### src/rtl/mux_rr_reg.sv
// mux_rr_reg: registered N_CH-to-1 multiplexer with valid/ready on every
// input and on the output. Channel choice is either the external sel
// (fixed mode) or a round-robin scan starting at an internal pointer.
// A one-entry output buffer gives 1-cycle latency at full throughput.
// Optional build macro MUX_RR_STATS_EN adds a saturating 16-bit count
// of output transfers on port xfer_cnt.
module mux_rr_reg #(
  parameter int N_CH = 4,
  parameter int W    = 8,
  localparam int SELW = $clog2(N_CH)
) (
  input  logic              clk,
  input  logic              rst_n,
  input  logic [N_CH*W-1:0] x,
  input  logic [N_CH-1:0]   x_valid,
  output logic [N_CH-1:0]   x_ready,
  input  logic              mode,
  input  logic [SELW-1:0]   sel,
  output logic [W-1:0]      m,
  output logic              m_valid,
  input  logic              m_ready,
  output logic [SELW-1:0]   m_ch
`ifdef MUX_RR_STATS_EN
  ,
  output logic [15:0]       xfer_cnt
`endif
);

  typedef enum logic {EMPTY = 1'b0, FULL = 1'b1} buf_state_e;

  buf_state_e          state_q, state_d;
  logic [W-1:0]        m_q, m_d;
  logic [SELW-1:0]     m_ch_q, m_ch_d;
  logic [SELW-1:0]     ptr_q, ptr_d;

  logic [SELW-1:0]     g;
  logic                granted;
  logic [W-1:0]        g_data;
  logic                load_en;

  // Buffer can take a word when empty or when the held word drains this cycle.
  assign load_en = (state_q == EMPTY) | m_ready;

  // Grant selection: fixed uses sel if in range; round-robin scans from ptr
  // upward first, then wraps to the channels below ptr.
  always_comb begin
    g       = '0;
    granted = 1'b0;
    if (!mode) begin
      for (int i = 0; i < N_CH; i++) begin
        if (sel == SELW'(i)) begin
          g       = sel;
          granted = x_valid[i];
        end
      end
    end else begin
      for (int i = 0; i < N_CH; i++) begin
        if (!granted && x_valid[i] && (SELW'(i) >= ptr_q)) begin
          granted = 1'b1;
          g       = SELW'(i);
        end
      end
      for (int i = 0; i < N_CH; i++) begin
        if (!granted && x_valid[i] && (SELW'(i) < ptr_q)) begin
          granted = 1'b1;
          g       = SELW'(i);
        end
      end
    end
  end

  // Data of the granted channel and the one-hot accept toward the producers;
  // accepts are forced low while reset is asserted.
  always_comb begin
    g_data  = '0;
    x_ready = '0;
    for (int i = 0; i < N_CH; i++) begin
      if (g == SELW'(i)) begin
        g_data     = x[i*W +: W];
        x_ready[i] = load_en & granted & rst_n;
      end
    end
  end

  // Next state of the output buffer and the round-robin pointer.
  always_comb begin
    state_d = state_q;
    m_d     = m_q;
    m_ch_d  = m_ch_q;
    ptr_d   = ptr_q;
    if (load_en) begin
      if (granted) begin
        state_d = FULL;
        m_d     = g_data;
        m_ch_d  = g;
        if (mode) begin
          ptr_d = (g == SELW'(N_CH - 1)) ? '0 : g + SELW'(1);
        end
      end else begin
        state_d = EMPTY;
      end
    end
  end

  // Buffer, channel tag and pointer registers; reset discards held data.
  always_ff @(posedge clk or negedge rst_n) begin
    if (!rst_n) begin
      state_q <= EMPTY;
      m_q     <= '0;
      m_ch_q  <= '0;
      ptr_q   <= '0;
    end else begin
      state_q <= state_d;
      m_q     <= m_d;
      m_ch_q  <= m_ch_d;
      ptr_q   <= ptr_d;
    end
  end

  assign m       = m_q;
  assign m_ch    = m_ch_q;
  assign m_valid = (state_q == FULL);

`ifdef MUX_RR_STATS_EN
  logic [15:0] xfer_cnt_q, xfer_cnt_d;

  function automatic logic [15:0] sat_inc16(input logic [15:0] v);
    return (v == 16'hFFFF) ? v : v + 16'd1;
  endfunction

  // Next count: one more per output transfer, sticking at all-ones.
  always_comb begin
    xfer_cnt_d = xfer_cnt_q;
    if (m_valid && m_ready) begin
      xfer_cnt_d = sat_inc16(xfer_cnt_q);
    end
  end

  // Transfer counter register.
  always_ff @(posedge clk or negedge rst_n) begin
    if (!rst_n) begin
      xfer_cnt_q <= '0;
    end else begin
      xfer_cnt_q <= xfer_cnt_d;
    end
  end

  assign xfer_cnt = xfer_cnt_q;
`endif

endmodule

### config.mk
export PLATFORM = sky130hd
export DESIGN_NAME = mux_rr_reg
export DESIGN_NICKNAME = d
export VERILOG_FILES = /design/src/rtl/mux_rr_reg.sv
export SDC_FILE = /design/constraint.sdc
export NUM_CORES = 1
export LEC_CHECK = 0
export ABC_AREA = 1
export CAP_MARGIN = 20
export CORE_AREA = 2 2 54 56
export CTS_CLUSTER_DIAMETER = 30
export DETAILED_ROUTE_END_ITERATION = 12
export DIE_AREA = 0 0 56 58
export PLACE_DENSITY = 0.79
export SLEW_MARGIN = 10
export SYNTH_ARGS = -nofsm -noshare
export SYNTH_HDL_FRONTEND = slang
export SYNTH_SLANG_ARGS = --single-unit
export TNS_END_PERCENT = 1
### constraint.sdc
create_clock -name clk -period 9.3 [get_ports clk]
set_input_delay 2.79 -clock clk [delete_from_list [all_inputs] [get_ports clk]]
set_output_delay 2.79 -clock clk [all_outputs]
set_load 0.02 [all_outputs]
==> summary by stage <==
Layout
The area growth from synthesis to layout is 55.9%. Leaving out fill and tap cells, the most frequent cell in the layout is sky130_fd_sc_hd__nand2_1. 0 antenna diodes ended up in the layout. The library cells used most frequently in the layout, excluding fill and tap cells, are 70 x sky130_fd_sc_hd__nand2_1, 56 x sky130_fd_sc_hd__clkdlybuf4s50_1, 20 x sky130_fd_sc_hd__inv_1, 15 x sky130_fd_sc_hd__o21ai_0, 13 x sky130_fd_sc_hd__dfrtp_1. In the final design database the tool counted 265 nets. Of the cells placed in the final design, the portion with a size suffix greater than 1 is 5.50%. The final instance area is 1640 um^2.

Setup path
Of all nets on the critical path, the largest fanout is 9. The critical path class is primary input to output pin. For the worst flop-to-flop path, the logic depth is 16.

The startpoint type of the worst setup path is a primary input. The critical path endpoint category is an output pin. The arrival time of data at the critical path endpoint is 5400 ps. For the worst setup path, the data required time is 6510 ps.

Timing
Setup repair after global routing left no endpoint under its margin. At the pin with the least slew margin, the transition time is 594 ps. The clock arrives with 2.09 ps of skew. The relative max-transition margin is 60.3%. The number of hold-slack violations in the final timing report came to 0. The worst path uses 88.0% of the clock period. After routing, the total negative slack on setup checks comes to 0 ps. Counting I/O delays and the setup requirement, the final critical path takes 8190 ps. The maximum clock frequency is 122 MHz. On the final layout, the worst hold slack is 479 ps. The count of pins over their slew limit came to 0. Setup violations remaining at the end of the flow were counted as 0.

Routing
The number of vias in the routed layout is 1174. Wires add up to 2690 um. The remaining antenna violation count after routing is 0.

After detailed routing, the average wire length per cell comes to 10.8 um. The total iterations of the first detailed-routing run is 4. After detailed routing, the number of remaining DRC violations is 0.

The ratio of routed vias to standard cells is 4.71. The count of routing violations after the opening detailed-route iteration is 40.

Yosys
The part of the Yosys area used for sequential elements is 30.9%. The Yosys step of the flow raised 0 warnings. Counting distinct cell types in the post-synthesis netlist gives 21.

Counting every net in the synthesized netlist gives 209. Synthesis handed over a netlist of 163 instances. The area of the mapped netlist is 1050 um^2. The number of synthesized register bits is 13. The synthesized area divided by synthesized cell count is 6.46 um^2.

Placement
The post-place instance area is 1610 um^2. The HPWL reported at the end of detailed placement is 2230 um. The port buffer count is 56. The congestion estimate from routability-driven global placement came to 0.856.

Pwr
The power per standard cell area is 160 nW/um^2. The analysis attributes to net switching a power of 0.105 mW. Of the total power, the clock network draws 12.6%.

Net switching is 40.2% of the power. The share of total power dissipated in combinational logic is 55.1%. The internal power of the cells totals 0.157 mW. For this design the static power due to leakage is 0.790 nW.

The maximum vdd drop is 0.000138 V. In this run, flip-flops and latches consume 32.3% of the power.

Floorplan
From left edge to right edge, the die measures 56 um. The floorplan die area is 3250 um^2. The total area inside the core boundary comes to 2660 um^2. For this configuration, the core starts out at a cell density of 39.5%. The vertical extent of the die is 58 um. The number of top-level pins is 57. After floorplanning, the core was divided into 19 placement rows.

GRT
The number of antenna violations at the first check in global routing was 0. The first-pass GRT wire length is 4640 um. The number of global-route vias before repair is 1111. Global routing consumed, over all layers together, 17.9% of the routing resources. The sum of overflow across all layers after global routing is 0. The largest net degree at the start of global routing is 19.

Clock tree
Once the clock tree was built, the setup fixing pass inserted 0 buffers. TritonCTS built the clock tree. The later pin in the worst-skew pair is clocked with a latency of 260 ps. Clock tree synthesis selected as its root buffer the cell sky130_fd_sc_hd__clkbuf_4.

Post-CTS repair changed the size of 0 cells. The total clock buffers created by CTS is 3. The tree built by TritonCTS fans out to 13 sinks. Clock-pin slew was measured on the worst setup and hold paths at 70 ps. The count of H-tree levels built during CTS is 1.

The maximum clock path buffer count is 2. The number of hold buffers added after CTS was 0.

Job
The max-cap check violation count is 0.

Run status
The run finished with clean final reports.

Min path
The number of stages on the worst hold path is 2. The class of the worst hold path is flip-flop to flip-flop.
## routing by layer
metal	routed length (um)	GRT usage [%]	vias to the layer above
met5	0	0	-
met4	23	8.16	0
met3	160	1.79	4
met2	1250	28.1	46
met1	1260	25.0	498
li1	-	-	626
## per-stage QoR
stage	utilization [%]	setup slack, ps	power (mW)	cells
after floorplan	-	1940	0.169	163
after global placement	60.6	1150	0.231	245
after detailed placement	60.6	1170	0.231	245
after CTS	61.6	1120	0.265	249
after global routing	61.6	867	0.286	249
final	61.6	1110	0.262	249
## critical path: stages
cell and delay (ps):
sky130_fd_sc_hd__clkdlybuf4s50_1 470, sky130_fd_sc_hd__nand2_1 150, sky130_fd_sc_hd__nand2_2 80, sky130_fd_sc_hd__nor2_4 130
sky130_fd_sc_hd__nand4_1 90, sky130_fd_sc_hd__nand2_1 70, sky130_fd_sc_hd__nand2_1 110, sky130_fd_sc_hd__inv_1 110
sky130_fd_sc_hd__ha_1 340, sky130_fd_sc_hd__inv_1 200, sky130_fd_sc_hd__nor3_1 220, sky130_fd_sc_hd__clkdlybuf4s50_1 640
## cells in the mapped netlist
cell type | instances | share of area, %
sky130_fd_sc_hd__clkbuf_1 | 2 | 0.71
sky130_fd_sc_hd__nand3_1 | 5 | 2.4
sky130_fd_sc_hd__nand4_1 | 1 | 0.59
sky130_fd_sc_hd__nand3_4 | 1 | 1.7
sky130_fd_sc_hd__o211ai_1 | 1 | 0.71
sky130_fd_sc_hd__nand2_1 | 70 | 25
sky130_fd_sc_hd__nor2_4 | 2 | 2.1
sky130_fd_sc_hd__nand2_2 | 4 | 2.4
sky130_fd_sc_hd__buf_2 | 2 | 0.95
sky130_fd_sc_hd__nor3_1 | 4 | 1.9
sky130_fd_sc_hd__a21oi_1 | 9 | 4.3
sky130_fd_sc_hd__o21ai_1 | 3 | 1.4
sky130_fd_sc_hd__buf_12 | 1 | 1.9
sky130_fd_sc_hd__ha_1 | 4 | 4.8
sky130_fd_sc_hd__o21ai_0 | 15 | 7.1
sky130_fd_sc_hd__dfrtp_1 | 13 | 31
sky130_fd_sc_hd__inv_1 | 20 | 7.1
sky130_fd_sc_hd__nand4_4 | 1 | 2.0
sky130_fd_sc_hd__a31oi_1 | 1 | 0.59
sky130_fd_sc_hd__inv_2 | 1 | 0.36
sky130_fd_sc_hd__nor2_1 | 3 | 1.1
## area by class of cell
type / count / area (um^2)
inverters: 21 / 78.8
flip-flops and latches: 13 / 325
clock buffers: 4 / 26.3
multi-input cells: 124 / 611
fillers: 255 / 1020
repair buffers: 56 / 561
well taps: 31 / 38.8
## final timing paths
kind,end,startpoint,slack (ps)
worst max-delay path,x_ready[2],x_valid[1],1110
worst min-delay path,m[5],m[5],480
worst max register to register,m[0],ptr_q[1],6960
worst min register to register,m[5],m[5],480
max in group asynchronous,m_valid,rst_n,6020
min in group asynchronous,m[7],rst_n,2900
## power groups by stage
stage | Combinational, mW | Clock [mW] | Sequential (mW)
floorplan | 0.0663 | 0 | 0.103
global placement | 0.145 | 0 | 0.0862
detailed placement | 0.145 | 0 | 0.0859
CTS | 0.146 | 0.0344 | 0.0852
global route | 0.162 | 0.0372 | 0.0873
finish | 0.145 | 0.0330 | 0.0848
## sequential cells by signal, indices dropped and copies added, names as in the netlist
register	flops
ptr_q	2
m_valid	1
m_ch	2
m	8
## kinds of logic (layout without fill, tap and decap cells)
kind of cell / count (synthesis) / after routing / synth area share (%)
AND/OR/NAND/NOR: 91 / 91 / 39.1
AO/OA/AOI/OAI: 29 / 29 / 14.1
buffers and inverters: 26 / 81 / 11.1
flip-flops: 13 / 13 / 30.9
adder cells (fa/ha/maj): 4 / 4 / 4.76
No activity file was read; power rests on OpenSTA's default activity.
